===== config.mk =====
export PLATFORM = sky130hd
export DESIGN_NAME = four_out_demux_seq
export DESIGN_NICKNAME = d
export VERILOG_FILES = /design/src/rtl/four_out_demux_seq.sv
export SDC_FILE = /design/constraint.sdc
export NUM_CORES = 1
export LEC_CHECK = 0
export ABC_AREA = 1
export BUFFER_PORTS_ARGS = -buffer_cell sky130_fd_sc_hd__buf_2
export CORE_ASPECT_RATIO = 1.1
export CORE_UTILIZATION = 50
export CTS_CLUSTER_DIAMETER = 40
export DETAILED_ROUTE_END_ITERATION = 6
export PLACE_DENSITY = 0.78
export SLEW_MARGIN = 25
export SYNTH_ARGS = -nofsm -noshare
export SYNTH_HDL_FRONTEND = slang
export SYNTH_SLANG_ARGS = --single-unit
export TNS_END_PERCENT = 50

===== constraint.sdc =====
create_clock -name clk -period 2.3 [get_ports clk]
set_clock_uncertainty 0.2 [all_clocks]
set_input_delay 0.46 -clock clk [delete_from_list [all_inputs] [get_ports clk]]
set_output_delay 0.46 -clock clk [all_outputs]
set_load 0.05 [all_outputs]

===== src/rtl/four_out_demux_seq.sv =====
// Four-lane demultiplexer with per-lane holding registers and valid/ready handshake.
// Lane chosen by select input or by a round-robin pointer that advances on accepts.
module four_out_demux_seq #(
  parameter int unsigned W = 4
) (
  input  logic         clk,
  input  logic         rst,
  input  logic [W-1:0] i,
  input  logic         i_valid,
  output logic         i_ready,
  input  logic [1:0]   s,
  input  logic         mode,
  output logic [W-1:0] out0,
  output logic [W-1:0] out1,
  output logic [W-1:0] out2,
  output logic [W-1:0] out3,
  output logic [3:0]   out_valid,
  input  logic [3:0]   out_ready,
  output logic [7:0]   xfer_cnt
);

  localparam int unsigned NumLanes = 4;

  logic [W-1:0] r_data [NumLanes];
  logic [3:0]   r_valid;
  logic [1:0]   r_rr;
  logic [7:0]   r_cnt;

  logic [1:0]   w_tgt;
  logic         w_accept;
  logic [3:0]   w_load;
  logic [3:0]   w_deliver;
  logic [3:0]   w_valid_d;
  logic [1:0]   w_rr_d;
  logic [7:0]   w_cnt_d;

  always_comb begin
    w_tgt     = mode ? r_rr : s;
    // A full lane can still take a word in the same cycle it drains.
    i_ready   = ~r_valid[w_tgt] | out_ready[w_tgt];
    w_accept  = i_valid & i_ready;
    w_load    = 4'b0000;
    if (w_accept) begin
      w_load[w_tgt] = 1'b1;
    end
    w_deliver = r_valid & out_ready;
  end

  always_comb begin
    w_valid_d = (r_valid & ~w_deliver) | w_load;
    w_rr_d    = r_rr;
    w_cnt_d   = r_cnt;
    if (w_accept) begin
      w_cnt_d = r_cnt + 8'd1;
      if (mode) begin
        w_rr_d = r_rr + 2'd1;
      end
    end
  end

  always_ff @(posedge clk) begin
    if (rst) begin
      r_valid <= 4'b0000;
      r_rr    <= 2'd0;
      r_cnt   <= 8'd0;
    end else begin
      r_valid <= w_valid_d;
      r_rr    <= w_rr_d;
      r_cnt   <= w_cnt_d;
    end
  end

  for (genvar k = 0; k < NumLanes; k++) begin : g_lane
    always_ff @(posedge clk) begin
      if (rst) begin
        r_data[k] <= '0;
      end else if (w_load[k]) begin
        r_data[k] <= i;
      end
    end
  end

  assign out0      = r_data[0];
  assign out1      = r_data[1];
  assign out2      = r_data[2];
  assign out3      = r_data[3];
  assign out_valid = r_valid;
  assign xfer_cnt  = r_cnt;

endmodule


==> flow_summary.yaml, run 1 <==
yosys:
  ys_types: 22
  synth-seq-cells: 30
  syn_nets: 181
  yosysTopAreaCell: "edfxtp_1"
  syn_avg_cell_area_sq_um: 8.56
  synth.area.top_cells: "edfxtp_1 34%, dfxtp_1 20%, nand2_1 9.8%"
  syn_area_sq_um: 1420
  synth_top_area_frac: 0.338
  synth_warnings: 0
  synth_seq_area_share: 0.535
  synth_cells: 166
timing:
  fmax_ghz: 0.464
  drv_slew: 0
  setup_viol: 0
  finalCritPeriodShare: 0.937
  finalCriticalPeriod_ns: 2.15
  worst_slew_pin_slew_ns: 0.506
  relSlewSlack: 0.662
  rsz0062_at_grt: "no"
  tns_ns: 0
  hold_violations: 0
power_and_ir_drop:
  p_int_w: 0.000765
  peakVddDrop_mv: 0.591
  p_per_area_nw_per_um2: 657
  p_sw_frac: 0.320
  power_frac_comb: 0.209
  power.share.sequential: 0.537
  p_sw_w: 0.000360
  clock_power_share: 0.253
  power.leakage_nw: 0.852
clock_network:
  cts_tree: "done"
  cts_max_path_buffers: 2
  cts_root_buf: "clkbuf_4"
  clk_pin_slew_worst_paths_ns: 0.09
  clk_latency_ns: 0.32
  cts_sinks: 30
  cts-buffers-inserted: 5
  htree_levels: 2
  cts_hold_buf: 0
grt:
  antenna_found_initial: 0
  grt_pass1_vias: 1148
  grt_first_pass_wirelength_um: 4760
  grt_max_degree: 17
  grt_overflow: 0
  grt_use_total: 0.221
critical_path:
  crit_type: "reg -> out"
  worstPathArrival_ns: 1.49
  path_max_fanout: 9
  worstSetupEndpointType: "output pin"
  critPathLaunchType: "flop"
  required_ns: 1.64
drt:
  vias: 1228
  wl_per_cell_um: 11.8
  first_pass_iters: 4
  drcViolationCount: 0
  ant_nets: 0
  totalWireLength_um: 2870
  vias_per_cell: 5.03
  drtIter0Drc: 27
layout:
  stdcell_count: 244
  antennaDiodeCount: 0
  layout-drive-gt1-share: 0.286
  layout.nets: 227
  syn2layout_area_growth_pct: 20.4
die:
  fp.dieW_um: 52.8
  io_pins: 43
  num_rows: 19
  die_area_sq_um: 3060
  start_util: 0.549
  chipHeight_um: 57.9
  core_sq_um: 2590
placement:
  dp.cells: 236
  gp_congestion: 0.893
  dp_hpwl_um: 2170
  io_buffers: 42
job:
  drv_cap: 0
status:
  status: "finished clean"
worst_hold_path:
  hp-class: "in -> reg"
[sequential cells by signal, indices dropped and copies added, names as in the netlist]
signal     flops
xfer_cnt       8
r_rr           2
r_data        16
out_valid      4
[power groups by stage]
stage	clock (W)	combinational, W	sequential (W)
global route	0.000313	0.000254	0.000609
global placement	0	0.000228	0.000616
CTS	0.000298	0.000234	0.000605
finish	0.000285	0.000235	0.000605
floorplan	0	0.0000873	0.000709
detailed placement	0	0.000233	0.000617
[area by class of cell]
| cell class | instances | area, sq um |
|---|---|---|
| clock buffers | 6 | 41.3 |
| clock inverters | 2 | 10.0 |
| fillers | 232 | 880 |
| inverters | 18 | 67.6 |
| multi-input cells | 114 | 566 |
| flip-flops and latches | 30 | 761 |
| well taps | 31 | 38.8 |
| repair buffers | 43 | 228 |
[per-layer routing]
metal	track usage	part of all wire
met4	0.117	0.031
met3	0.0814	0.056
met2	0.349	0.48
met1	0.259	0.44
met5	0	0
[Yosys cell counts]
cell type and instances:
nand3b_1 5, nand2_4 3, nand3_1 17, xnor2_1 2, xor2_1 4, dfxtp_1 14
inv_1 15, buf_4 1, o21ai_1 4, edfxtp_1 16, buf_2 1, o21ai_2 1
a21oi_1 6, ha_1 1, nand3_2 2, nor3_1 1, clkbuf_1 1, nand2_1 37
buf_6 1, nand2_2 2, nor2_1 29, inv_2 3
[logic make-up after synthesis]
family | share of synthesized area
xor+xnor | 0.0370
fa+ha+maj | 0.00880
simple gates | 0.311
buf+inv | 0.0669
compound gates | 0.0414
flops | 0.535
[metrics by stage]
stage               instance area (sq um)  hold WS, ns  setup WS [ns]  total power, W  utilization
floorplan                            1420        0.294          0.350        0.000796            -
global placement                     1650        0.280         0.0983        0.000845        0.637
detailed placement                   1650        0.283       -0.00444        0.000850        0.637
CTS                                  1700        0.161         0.0210         0.00114        0.657
global route                         1710        0.200        0.00996         0.00118        0.661
finish                               1710        0.195          0.146         0.00113        0.661
[cell usage in the layout (no fill, tap or decap), drive strengths merged]
cell type,netlist,routed
o21ai,5,5
nor2,29,29
inv,18,18
edfxtp,16,16
nor3,1,1
nand3b,5,5
dfxtp,14,14
nand2,42,42
clkinv,0,2
a21oi,6,6
xor2,4,4
nand3,19,19
clkbuf,1,6
ha,1,1
buf,3,43
xnor2,2,2
[critical path, stage by stage (launching register included)]
cell and delay (ns):
dfxtp_1 0.35, nand2_2 0.12, nand2_4 0.13, nand2_1 0.07, nand2_1 0.07, nand2_1 0.05, nand2_1 0.07, inv_2 0.04
nand2_4 0.12, buf_8 0.16
[worst paths after layout]
path / cells after the start / from / slack (ns) / endpoint
worst max register to register: 10 / r_rr[0] / 0.26 / r_data[2][3]
worst min register to register: 2 / out_valid[2] / 0.29 / out_valid[2]
worst min-delay path: 2 / rst / 0.19 / xfer_cnt[5]
worst max-delay path: 9 / r_rr[0] / 0.15 / i_ready
[what timing repair did]
item / in CTS / in global routing
setup endpoints to repair: 0 / 1
gates resized for setup: 0 / 4
setup buffers: 0 / 0
hold endpoints to repair: 0 / 0
Note: power is estimated with default switching activity, not from simulation.
==> run 2, diff against run 1 <==
--- a/config.mk
+++ b/config.mk
@@ -8,10 +8,11 @@
 export ABC_AREA = 1
 export BUFFER_PORTS_ARGS = -buffer_cell sky130_fd_sc_hd__buf_2
 export CORE_ASPECT_RATIO = 1.1
-export CORE_UTILIZATION = 50
+export CORE_MARGIN = 2
+export CORE_UTILIZATION = 45
 export CTS_CLUSTER_DIAMETER = 40
 export DETAILED_ROUTE_END_ITERATION = 6
-export PLACE_DENSITY = 0.78
+export PLACE_DENSITY = 0.74
 export SLEW_MARGIN = 25
 export SYNTH_ARGS = -nofsm -noshare
 export SYNTH_HDL_FRONTEND = slang
==> constraint.sdc (replaced) <==
create_clock -name clk -period 1.8 [get_ports clk]
set_clock_uncertainty 0.2 [all_clocks]
set_input_delay 0.36 -clock clk [delete_from_list [all_inputs] [get_ports clk]]
set_output_delay 0.36 -clock clk [all_outputs]
set_load 0.05 [all_outputs]
==> run 2 against run 1 <==
  * The flow now finishes with violations (setup timing)
  * Hold slack got worse by 0.11 ns
  * Critical path type unchanged
  * Largest power group unchanged
  * Highest routed layer unchanged
  * Sequential share of layout area decreased by 7.1 points
  * Critical path depth unchanged
  * Clock power increased by 84%
==> flow_summary.yaml, run 2 (synthesis gave the netlist of run 1 again) <==
layout:
  fillers: 241
  layout-drive-gt1-share: 0.442
  layout_common_cells: "41 x buf_2, 33 x nand2_1, 19 x nor2_1"
  multi_input_area_sq_um: 686
  top_register: "r_data"
  antennaDiodeCount: 0
  layout.nets: 247
  final_common_cell: "buf_2"
  stdcell_count: 267
  ff_latch_area_sq_um: 763
  design_area_sq_um: 2040
  syn2layout_area_growth_pct: 43.7
  largest_reg_flops: 16
placement:
  dp_hpwl_um: 2210
  post-place-ws_ns: -0.136
  gp_congestion: 0.746
  dp.cells: 256
  io_buffers: 42
  placed_area_sq_um: 1780
timing:
  tns_ns: -0.779
  setup_viol: 17
  finalWorstSetupSlack_ns: -0.0985
  finalCriticalPeriod_ns: 1.90
  holdWs_ns: 0.0803
  relSlewSlack: 0.564
  hold_violations: 0
  rsz0062_at_grt: "yes"
  drv_slew: 0
  finalCritPeriodShare: 1.05
  worst_slew_pin_slew_ns: 0.654
  fmax_ghz: 0.527
clock_network:
  cts_max_path_buffers: 2
  cts_root_buf: "clkbuf_4"
  cts-buffers-inserted: 5
  htree_levels: 2
  clk_pin_slew_worst_paths_ns: 0.10
  cts_sinks: 30
  clk_latency_ns: 0.33
  cts_tree: "done"
critical_path:
  required_ns: 1.24
  path_delay_family: "simple AND/OR/NAND/NOR gates"
  slowest_stage: "dfxtp_2"
  worstPathArrival_ns: 1.34
  crit_top_cell: "nand2_1"
  cp_num_buf_inv: 2
  crit_type: "reg -> out"
  worstSetupEndpointType: "output pin"
  critPathMaxStageDelay_ns: 0.36
  critPathLaunchType: "flop"
  path_cells: "nand2_4, nand2_4, nand2_1, nand2_1, nand2_1, nand2_1, inv_2, nand2_4, buf_8"
  path_max_fanout: 6
status:
  status: "finished with violations"
  violations: "setup timing"
die:
  start_util: 0.470
  chipHeight_um: 62.9
  num_rows: 21
  fp.dieW_um: 57.6
  io_pins: 43
  die_area_sq_um: 3620
  core_sq_um: 3020
grt:
  grt_max_degree: 13
  grt_first_pass_wirelength_um: 5130
  grt_pass1_vias: 1238
  antenna_found_initial: 0
  grt_overflow: 0
  grt_use_total: 0.180
job:
  drv_cap: 0
drt:
  totalWireLength_um: 3100
  vias: 1309
  ant_nets: 0
  wl_per_cell_um: 11.6
  first_pass_iters: 4
  drcViolationCount: 0
  vias_per_cell: 4.90
  drtIter0Drc: 40
power_and_ir_drop:
  power.leakage_nw: 0.995
  p_per_area_nw_per_um2: 822
  peakVddDrop_mv: 0.609
worst_hold_path:
  hp-class: "in -> reg"
==> run 2: where the power goes <==
part           internal, W  switching (W)
Combinational     0.000119       0.000260
Sequential        0.000757      0.0000163
Clock             0.000287       0.000238
Total              0.00116       0.000515
==> run 2: per-stage QoR <==
stage,total power [W],utilization
after floorplan,0.00102,-
after global placement,0.00111,0.590
after detailed placement,0.00112,0.590
after CTS,0.00165,0.624
after global routing,0.00175,0.676
final,0.00168,0.676
==> run 2: cell type report <==
class / instances / area share
flip-flops and latches: 30 / 0.374
multi-input cells: 114 / 0.336
repair buffers: 63 / 0.196
inverters: 18 / 0.0355
well taps: 34 / 0.0208
clock inverters: 3 / 0.0196
clock buffers: 5 / 0.0184
==> run 2: final timing paths <==
kind | from | end | slack, ns | depth (start not counted)
worst max-delay path | r_rr[0] | i_ready | -0.1 | 9
worst min-delay path | rst | xfer_cnt[7] | 0.08 | 2
worst max register to register | r_rr[0] | r_data[3][1] | -0.06 | 12
worst min register to register | out_valid[0] | out_valid[0] | 0.29 | 2
==> run 2: layer usage <==
metal	GRT usage	wire length [um]
met5	0	0
met2	0.317	1560
met3	0.0435	182
met4	0.0698	34
met1	0.205	1330
==> run 2: timing repair <==
item | 4_1_cts | 5_1_grt
setup endpoints to repair | 1 | 44
hold buffers | 0 | 0
pin swaps | 2 | 5
buffers inserted | 1 | 2
resized for setup | 6 | 36
